[config.mk]
export PLATFORM = sky130hd
export DESIGN_NAME = serial_adder_ctrl
export DESIGN_NICKNAME = d
export VERILOG_FILES = /design/src/rtl/serial_adder_pkg.sv /design/src/rtl/serial_adder_ctrl_fa.sv /design/src/rtl/serial_adder_ctrl.sv
export SDC_FILE = /design/constraint.sdc
export NUM_CORES = 1
export LEC_CHECK = 0
export ABC_CLOCK_PERIOD_IN_PS = 3050
export CAP_MARGIN = 20
export CORE_ASPECT_RATIO = 0.7
export CORE_MARGIN = 1.5
export CORE_UTILIZATION = 55
export DETAILED_ROUTE_END_ITERATION = 6
export DONT_BUFFER_PORTS = 1
export MAX_ROUTING_LAYER = met4
export PLACE_DENSITY_LB_ADDON = 0.05
export SETUP_SLACK_MARGIN = 0.3
export SLEW_MARGIN = 10
export SYNTH_ARGS = -nofsm -noshare
export SYNTH_HDL_FRONTEND = slang
export SYNTH_SLANG_ARGS = --single-unit
export TNS_END_PERCENT = 50
[constraint.sdc]
create_clock -name clk -period 3.05 [get_ports clk]
set_clock_uncertainty 0.1 [all_clocks]
set_input_delay 0.61 -clock clk [delete_from_list [all_inputs] [get_ports clk]]
set_output_delay 0.61 -clock clk [all_outputs]
set_load 0.03 [all_outputs]
[src/rtl/serial_adder_pkg.sv]
// Shared types and elaboration helpers for the bit-serial adder controller.
package serial_adder_pkg;

    localparam int WIDTH_MIN = 1;
    localparam int WIDTH_MAX = 64;

    typedef enum logic [1:0] {
        IDLE = 2'd0,
        RUN  = 2'd1,
        DONE = 2'd2
    } state_t;

    // Bit counter width; never narrower than one bit so WIDTH=1 still has a counter.
    function automatic int cnt_w(input int width);
        int w;
        w = $clog2(width);
        return (w < 1) ? 1 : w;
    endfunction

endpackage

[src/rtl/serial_adder_ctrl_fa.sv]
// 1-bit full adder built from two half adders; the only combinational datapath
// element of the serial adder.
module halfadder (
    input  logic x,
    input  logic y,
    output logic s,
    output logic co
);
    assign s  = x ^ y;
    assign co = x & y;
endmodule

module bit_full_adder (
    input  logic x,
    input  logic y,
    input  logic c,
    output logic s,
    output logic co
);
    logic s0;
    logic c0;
    logic c1;

    halfadder u_ha0 (.x(x),  .y(y), .s(s0), .co(c0));
    halfadder u_ha1 (.x(s0), .y(c), .s(s),  .co(c1));

    assign co = c0 | c1;
endmodule

[src/rtl/serial_adder_ctrl.sv]
// Bit-serial adder controller: time-shares one full-adder cell over WIDTH cycles,
// LSB first, with a start/busy/done handshake and held registered result.
module serial_adder_ctrl
    import serial_adder_pkg::*;
#(
    parameter int WIDTH = 8
) (
    input  logic             clk,
    input  logic             rst_n,
    input  logic             start,
    input  logic [WIDTH-1:0] a,
    input  logic [WIDTH-1:0] b,
    input  logic             cin,
    output logic             busy,
    output logic             done,
    output logic [WIDTH-1:0] sum,
    output logic             cout
);

    localparam int               CNT_W    = cnt_w(WIDTH);
    localparam logic [CNT_W-1:0] CNT_LAST = CNT_W'(WIDTH - 1);

    if (WIDTH < WIDTH_MIN || WIDTH > WIDTH_MAX) begin : g_width_chk
        $error("serial_adder_ctrl: WIDTH must be within 1..64");
    end

    state_t           state;
    state_t           state_nxt;
    logic             load;
    logic             step;
    logic             last;

    logic [WIDTH-1:0] a_sh;
    logic [WIDTH-1:0] b_sh;
    logic [WIDTH-1:0] s_sh;
    logic [WIDTH-1:0] s_next;
    logic             c_reg;
    logic             c_next;
    logic             s_bit;
    logic [CNT_W-1:0] cnt;

    always_ff @(posedge clk or negedge rst_n) begin
        if (!rst_n) begin
            state <= IDLE;
        end else begin
            state <= state_nxt;
        end
    end

    always_comb begin
        state_nxt = state;
        load      = 1'b0;
        step      = 1'b0;
        last      = 1'b0;
        case (state)
            IDLE: begin
                if (start) begin
                    load      = 1'b1;
                    state_nxt = RUN;
                end
            end
            RUN: begin
                step = 1'b1;
                if (cnt == CNT_LAST) begin
                    last      = 1'b1;
                    state_nxt = DONE;
                end
            end
            DONE:    state_nxt = IDLE;
            default: state_nxt = IDLE;
        endcase
    end

    bit_full_adder u_fa (
        .x  (a_sh[0]),
        .y  (b_sh[0]),
        .c  (c_reg),
        .s  (s_bit),
        .co (c_next)
    );

    // Sum bits enter at the MSB so after WIDTH shifts the word is aligned.
    always_comb begin
        s_next           = s_sh >> 1;
        s_next[WIDTH-1]  = s_bit;
    end

    always_ff @(posedge clk or negedge rst_n) begin
        if (!rst_n) begin
            a_sh  <= '0;
            b_sh  <= '0;
            s_sh  <= '0;
            c_reg <= 1'b0;
            cnt   <= '0;
        end else if (load) begin
            a_sh  <= a;
            b_sh  <= b;
            s_sh  <= '0;
            c_reg <= cin;
            cnt   <= '0;
        end else if (step) begin
            a_sh  <= a_sh >> 1;
            b_sh  <= b_sh >> 1;
            s_sh  <= s_next;
            c_reg <= c_next;
            cnt   <= last ? cnt : cnt + CNT_W'(1);
        end
    end

    // Result registers only move on the edge that enters DONE.
    always_ff @(posedge clk or negedge rst_n) begin
        if (!rst_n) begin
            sum  <= '0;
            cout <= 1'b0;
        end else if (last) begin
            sum  <= s_next;
            cout <= c_next;
        end
    end

    assign busy = (state == RUN);
    assign done = (state == DONE);

endmodule
# Word level (Yosys, flattened, before mapping)
# Index checks and enable logic that the tools add are counted.
# totals
regBits	39
in_bits	20
elab_cells	43
# op_classes
add_sub_neg	1
n_eq_ne	6
n_mux	19
bitwise	5
n_reduce_logical	4
# ops
op	count
8-bit two-way mux	6
3-bit two-way mux	3
1-bit two-way mux	7
2-bit two-way mux	2
2-bit != test, second input constant	2
2-bit case mux with 2 select lines	1
2-bit AND reduction	2
3-bit by 1-bit adder with 3-bit output, second input constant	1
3-bit equality test, second input constant	1
1-bit bitwise AND	2
2-bit by 1-bit equality test with 1-bit output, second input constant	1
2-bit equality test, second input constant	1
2-bit logical NOT	1
2-bit by 1-bit != test with 1-bit output, second input constant	1
2-bit nonzero test	1
1-bit XOR	2
1-bit bitwise OR	1

# Longest topological paths before layout
# Gate-level depths: netlist of run 1.
# logic_depth
ltp_word	6
mapped_depth	6

# By module
# A second synthesis of run 1 with hierarchy kept.
# hier_totals
hier_cells	149
hier_area_um2	1720.4
# by_module_without_submodules
module	n_inst	cells_per_inst	area_each_um2
serial_adder_ctrl	1	146	1689.1
halfadder	2	1	12.5
bit_full_adder	1	1	6.3

# Worst setup path before layout of run 1
# OpenSTA, ideal clock, no wires.
# synth_path
path_type	reg2out
startpoint	register state[1]
endpoint	output done
arrival_ps	1084
path_slack_ps	1256
stages_incl_launch_ff	5
path_buffers	2
cell_sequence	dfrtp_1 buf_6 inv_1 buf_2 nor2_1
# synth_via
elab_chain_len	1
# synth_lines
item	line_no	source
start: declaration	serial_adder_ctrl.sv:27	state_t state;
start signal: assignment	serial_adder_ctrl.sv:46	state <= state_nxt;
2-bit equality test	serial_adder_ctrl.sv:122	assign done = (state == DONE);
end: declaration	serial_adder_ctrl.sv:15	output logic done,
# No other way between the ends.

# Worst setup path after layout of run 1
# Same ends and word-level chain as after synthesis.

==> out/metrics.sh, run 1 <==
GRT_USE_MET3_PCT=7.16
MAX-CAP-VIOLATIONS=0
GRTUSAGEMET2_PCT=26.4
YS_SEQ_AREA_SHARE_PCT=56.0
CTSROOTBUFFERMASTER='clkbuf_8'
FIRST_GLOBAL_VIAS=1009
DRT-VIAS-PER-INSTANCE=6.37
WORSTPATHARRIVAL_PS=1530
FINAL_NET_COUNT=158
ROUTEDWLPERCELL_UM=18.1
ROUTED_WL_MM=3.10
MIN_PATH_TYPE='input pin to async pin'
POWER_mW=2.12
VIA_COUNT=1090
CTS-BUFFERS-INSERTED=5
REPORT.FINAL.SETUP_VIOL=0
SYNTHCELLS=137
NUMPORTBUFFERS=0
SYNTH-EDFF-COUNT=0
REQUIRED_TIME_OF_THE_WORST_SETUP_PATH_PS=2340
CLOCK_LATENCY_PS=280
SYNTHDOMINANTCELLAREASHARE_PCT=56.0
MAX_CLOCK_FREQ_MHz=447
DRT.ANTENNA.VIOLATING_NETS=0
PLACE_CONGESTION=0.854
WORSTSETUPENDPOINTTYPE='primary output'
P_SW_SHARE_PCT=36.6
PIN_COUNT_OF_THE_BIGGEST_NET_ENTERING_GLOBAL_ROUTING=39
DRT_FIRST_PASS_ITERS=4
POSTLAYOUTCOREUTIL_PCT=63.1
SETUP-TNS-FINAL_PS=0
YOSYS.AREA.TOP_TYPE='dfrtp_1'
START_UTIL_PCT=59.4
FINISHED_LAYOUT_CELL_AREA_MM2=0.00181
DRC=0
DIE-WIDTH_UM=69.4
DRT_FIRST_ITER_VIOLATIONS=56
YS_FF_LATCH=38
CLOCK_TREE.HTREE_LEVEL_COUNT=2
CELLLEAKAGEPOWER_nW=0.805
SYNTHTOLAYOUTAREAGROWTH_PCT=6.26
MAX-VDD-IR-DROP_mV=0.541
SYNTHARSTFLOPSHARE_PCT=100
GRT.TOTAL_USAGE_PCT=19.8
SLEW_VIOL_FINAL=0
GRT.OVERFLOW.TOTAL=0
SYNTH.LIB_CELLS_USED.DISTINCT=28
SYNTHFLOPTYPE='dfrtp_1'
CLOCK-SINKS=38
DIE_AREA_MM2=0.00344
CTS_RESIZED=0
ANTENNA_FOUND_INITIAL=0
YOSYSWARNINGS=0
FINAL_HOLD_VIOL_COUNT=0
TIMING.CRITICAL_PATH.FROM_TYPE='flop'
FINAL.MIN_CLOCK_PERIOD_PS=2240
CTS_TREE='yes'
TIGHTESTPINTRANSITION_PS=908
SYNTHESIS.AREA_MM2=0.00170
SETUP.WORST_PATH.CLASS='flop to primary output'
CELL_AREA_AFTER_PLACEMENT_MM2=0.00167
SYNTH_TOP_CELLS_BY_COUNT='dfrtp_1 (38), o22ai_1 (18), a21oi_1 (15)'
CTS_SETUP_BUFFERS=0
OUTCOME='finished clean'
CTSLONGESTPATHBUFFERS=2
BUSIEST_LAYER='met1'
SYNTH_FP_NETS=160
SYNTH_AREA_LEADERS='dfrtp_1 (56%), mux2_4 (8.0%), o22ai_1 (6.6%)'
INTPOWER_mW=1.34
RELSLEWSLACK_PCT=39.0
GRT_FIRST_PASS_WIRELENGTH_MM=5.02
RSZ0062_AT_GRT='no'
WORST_REG2REG_PATH_DEPTH=3
FINALCRITPERIODSHARE_PCT=73.3
HPWLAFTERDP_MM=2.08
BIGGESTREGSBYFLOPS='a_sh x8, b_sh x8, sum x8'
POWER_FRAC_COMB_PCT=32.0
POWER_FRAC_SEQ_PCT=48.0
CRIT_FANOUT=15
CORE_AREA_MM2=0.00286
DIE_HEIGHT_UM=49.5
CLKSLEWWORSTSETUPHOLDPATHS_PS=70
P_SW_mW=0.776
SYN_AVG_CELL_AREA_UM2=12.4
POWERDENSITY_mW_PER_MM2=1170
IO_PINS=31
GLOBALROUTEMET1UTIL_PCT=28.5
ROWS=16
REGTOREGSETUPSLACK_PS=1250
POSTCTSHOLDBUFS=1
P_CLK_SHARE_PCT=20.0
ANTENNA_CELL_COUNT=0
DRIVE_GT1_SHARE_PCT=17.0
SYNTH.MOST_COMMON_CELL='dfrtp_1'
[logic make-up after synthesis]
family,Yosys count,share of synthesized area (%)
and+or+nand+nor,21,7.14
muxes,9,7.95
buffers and inverters,14,5.82
DFF,38,56.0
AOI/OAI and AO/OA,52,20.5
adders and majority gates,3,2.65
[final timing paths]
check,startpoint,end
min in group clk,b[7],b_sh[7]
hold reg to reg,a_sh[7],a_sh[7]
max in group asynchronous,rst_n,b_sh[0]
setup reg to reg,state[1],a_sh[7]
setup / recovery,state[1],done
hold / removal,rst_n,cnt[0]
[worst max-delay path: stages (launching register included)]
cell and delay [ps]:
dfrtp_1 480, inv_1 270, nor2_1 500
[per-stage QoR]
stage          hold WS, ps  std cells  setup WS [ps]
2_1_floorplan          214        137           1260
3_3_place_gp           215        163           1170
3_5_place_dp           215        163           1120
4_1_cts               55.2        171            810
5_1_grt               50.7        171            710
6_report              56.2        171            814
[layer usage]
layer,vias up,wire length (um)
li1,508,-
met1,537,1540
met2,40,1320
met3,5,215
met4,0,25
met5,-,0
[power by group through the flow]
stage          registers [mW]  clock network, mW  logic (mW)
3_3_place_gp             1.01                  0       0.643
5_1_grt                  1.04              0.460       0.758
3_5_place_dp             1.02                  0       0.668
6_report                 1.02              0.423       0.679
2_1_floorplan           0.961                  0       0.630
4_1_cts                  1.02              0.436       0.685
[layout make-up]
type,instances,area (um2)
Multi-Input combinational cell,85,649
Sequential cell,38,951
Clock buffer,6,82.6
Timing Repair Buffer,1,20.0
Inverter,4,27.5
Fill cell,221,1060
Tap cell,36,45.0
Clock inverter,1,30.0
[cells in the final DEF, fill, tap and decap left out, types with 3 or more instances in the layout]
cell	synthesis	layout
clkbuf_8	0	6
a21oi_1	15	15
mux2_4	9	9
o2bb2ai_1	3	3
dfrtp_1	38	38
nor2_1	12	12
a22o_1	7	7
o22ai_1	18	18
Note: power is estimated with default switching activity, not from simulation.
==> run 2: changes to the inputs <==
--- a/config.mk
+++ b/config.mk
@@ -5,7 +5,7 @@
 export SDC_FILE = /design/constraint.sdc
 export NUM_CORES = 1
 export LEC_CHECK = 0
-export ABC_CLOCK_PERIOD_IN_PS = 3050
+export ABC_CLOCK_PERIOD_IN_PS = 1830
 export CAP_MARGIN = 20
 export CORE_ASPECT_RATIO = 0.7
 export CORE_MARGIN = 1.5
==> constraint.sdc (replaced) <==
create_clock -name clk -period 1.83 [get_ports clk]
set_clock_uncertainty 0.1 [all_clocks]
set_input_delay 0.366 -clock clk [delete_from_list [all_inputs] [get_ports clk]]
set_output_delay 0.366 -clock clk [all_outputs]
set_load 0.03 [all_outputs]
==> run 2 against run 1 <==
  * Clock-buffer cell count shrank 1
  * Hold slack better by 51 ps
  * Highest routed layer unchanged
  * Core utilization increased by 3.7 points
  * First-iteration DRC count down 3.6%
  * Global-route usage is 2.3 points higher
  * Combinational power grew 89%
  * Wire length is 7.0% higher
==> out/metrics.sh, run 2 (synthesis results as in run 1) <==
POWER_mW=3.69
ROUTEDWLPERCELL_UM=18.2
DIE-WIDTH_UM=69.4
CLOCK_TREE.HTREE_LEVEL_COUNT=2
VIA_COUNT=1107
FINAL.MIN_CLOCK_PERIOD_PS=1520
P_SW_mW=1.38
BIGGESTREGSBYFLOPS='a_sh x8, b_sh x8, sum x8'
MAX-VDD-IR-DROP_mV=0.820
CRIT_FAMILY='flip-flops'
SETUP.WORST_PATH.CLASS='flop to primary output'
FINALCRITPERIODSHARE_PCT=82.8
CLOCK-SINKS=38
PLACE_CONGESTION=0.813
GRT.OVERFLOW.TOTAL=0
INTPOWER_mW=2.31
DIE_HEIGHT_UM=49.5
POWERDENSITY_mW_PER_MM2=1930
INSTANCE_COUNT_AFTER_PLACEMENT_WITH_TAP_CELLS_INCLUDED=167
FINAL_HOLD_VIOL_COUNT=0
DRT-VIAS-PER-INSTANCE=6.08
CRIT_FANOUT=9
FINAL_COMMON_CELL='dfrtp_1'
REQUIRED_TIME_OF_THE_WORST_SETUP_PATH_PS=1360
FINAL_NET_COUNT=168
CLKSLEWWORSTSETUPHOLDPATHS_PS=70
START_UTIL_PCT=59.4
BUSIEST_LAYER='met1'
REGTOREGSETUPSLACK_PS=340
SLEW_VIOL_FINAL=0
P_SW_SHARE_PCT=37.5
MIN_PATH_TYPE='input pin to flop'
TIMING.CRITICAL_PATH.BUF_INV=1
MULTI_INPUT_AREA_UM2=674
GLOBALROUTEMET1UTIL_PCT=32.5
HPWLAFTERDP_MM=2.21
FINAL-INSTANCE-COUNT-EXCL-FILL=182
DRC=0
IO_PINS=31
PLACE_WS_PS=201
DRT_FIRST_PASS_ITERS=4
ANTENNA_CELL_COUNT=0
CRITICAL_PATH.REG2REG.ENDPOINT='sum[2]'
FINISHED_LAYOUT_CELL_AREA_MM2=0.00191
CLOCK_LATENCY_PS=300
HOLD_END='b_sh[7]'
MAX_CLOCK_FREQ_MHz=660
CELLLEAKAGEPOWER_nW=0.850
POWER_FRAC_SEQ_PCT=46.4
SETUP-TNS-FINAL_PS=0
TIMING.CRITICAL_PATH.FROM_TYPE='flop'
CRITICAL-PATH-SLOWEST-CELL='dfrtp_2'
WORSTSETUPENDPOINTTYPE='primary output'
PIN_COUNT_OF_THE_BIGGEST_NET_ENTERING_GLOBAL_ROUTING=39
P_CLK_SHARE_PCT=18.9
WORST_REG2REG_PATH_DEPTH=4
CTS_TREE='yes'
TIGHTESTPINTRANSITION_PS=350
REPORT.FINAL.SETUP_VIOL=0
DRIVE_GT1_SHARE_PCT=27.4
ORIGIN_OF_THE_CRITICAL_FLOP_TO_FLOP_PATH='cnt[0]'
GRT.TOTAL_USAGE_PCT=22.1
CTS-BUFFERS-INSERTED=5
CELL_AREA_AFTER_PLACEMENT_MM2=0.00171
CPPEAKSTAGEDELAY_PS=450
CTSROOTBUFFERMASTER='clkbuf_8'
CTSLONGESTPATHBUFFERS=2
POWER_FRAC_COMB_PCT=34.7
FIRST_GLOBAL_VIAS=1085
FILLERS=229
WHS_PS=107
DIE_AREA_MM2=0.00344
LAYOUT.AREA.SEQ_UM2=953
DRT.ANTENNA.VIOLATING_NETS=0
RELSLEWSLACK_PCT=76.6
POST_ROUTE_WORST_SETUP_SLACK_PS=314
WORSTPATHARRIVAL_PS=1050
OUTCOME='finished clean'
ROUTED_WL_MM=3.32
RSZ0062_AT_GRT='yes'
SYNTHTOLAYOUTAREAGROWTH_PCT=12.4
TIMING.HOLD.WORST.START='b[7]'
LAYOUT_COMMON_CELLS='dfrtp_1 (36), o22ai_1 (18), a21oi_1 (15)'
GRTUSAGEMET2_PCT=27.9
GRT_FIRST_PASS_WIRELENGTH_MM=5.46
CORE_AREA_MM2=0.00286
POSTLAYOUTCOREUTIL_PCT=66.7
GRT_USE_MET3_PCT=6.95
DRT_FIRST_ITER_VIOLATIONS=54
NUMPORTBUFFERS=0
TIMING.CRITICAL_PATH.CELLS='nand2b_4 > inv_12'
ROWS=16
ANTENNA_FOUND_INITIAL=0
MAX-CAP-VIOLATIONS=0
WHS_PATH_DEPTH=2
-- run 2: worst register-to-register path, cell delays in order (launching register included) --
cell	delay, ps
dfrtp_1	410
ha_2	210
ha_4	200
nand2_8	140
mux2_4	310
-- run 2: worst max-delay path by stage --
stage | start | to | slack [ps] | cells past startpoint
detailed placement | cnt[0] | sum[0] | 200 | 4
finish | state[1] | busy | 310 | 2
global placement | cnt[0] | cout | 260 | 4
CTS | state[1] | done | 290 | 2
global route | state[1] | busy | 270 | 2
floorplan | cnt[0] | cout | 320 | 5
-- run 2: power by group through the flow --
| stage | combinational [mW] | sequential (mW) | clock [mW] |
|---|---|---|---|
| after global placement | 1.10 | 1.70 | 0 |
| after CTS | 1.26 | 1.71 | 0.716 |
| final | 1.28 | 1.71 | 0.698 |
| after floorplan | 1.05 | 1.60 | 0 |
| after global routing | 1.42 | 1.75 | 0.748 |
| after detailed placement | 1.17 | 1.72 | 0 |
-- run 2: repair_timing --
item | in CTS | in global routing
hold endpoints to repair | 38 | 0
pin swaps | 1 | 2
endpoints found under the setup margin | 13 | 13
hold buffers | 2 | 0
buffers inserted | 4 | 1
resized for setup | 6 | 2
-- run 2: layout make-up --
class	instances	area share [%]
timing repair buffer	11	5.11
tap	36	2.36
sequential	38	49.9
multi-input combinational	85	35.3
clock buffer	5	3.60
inverter	4	1.64
clock inverter	3	2.10
-- run 2: routing by layer --
metal  part of all wire (%)  up-vias
li1                       -      519
met4                    2.0        0
met2                     41       24
met3                    4.5        8
met5                      0        -
met1                     52      556
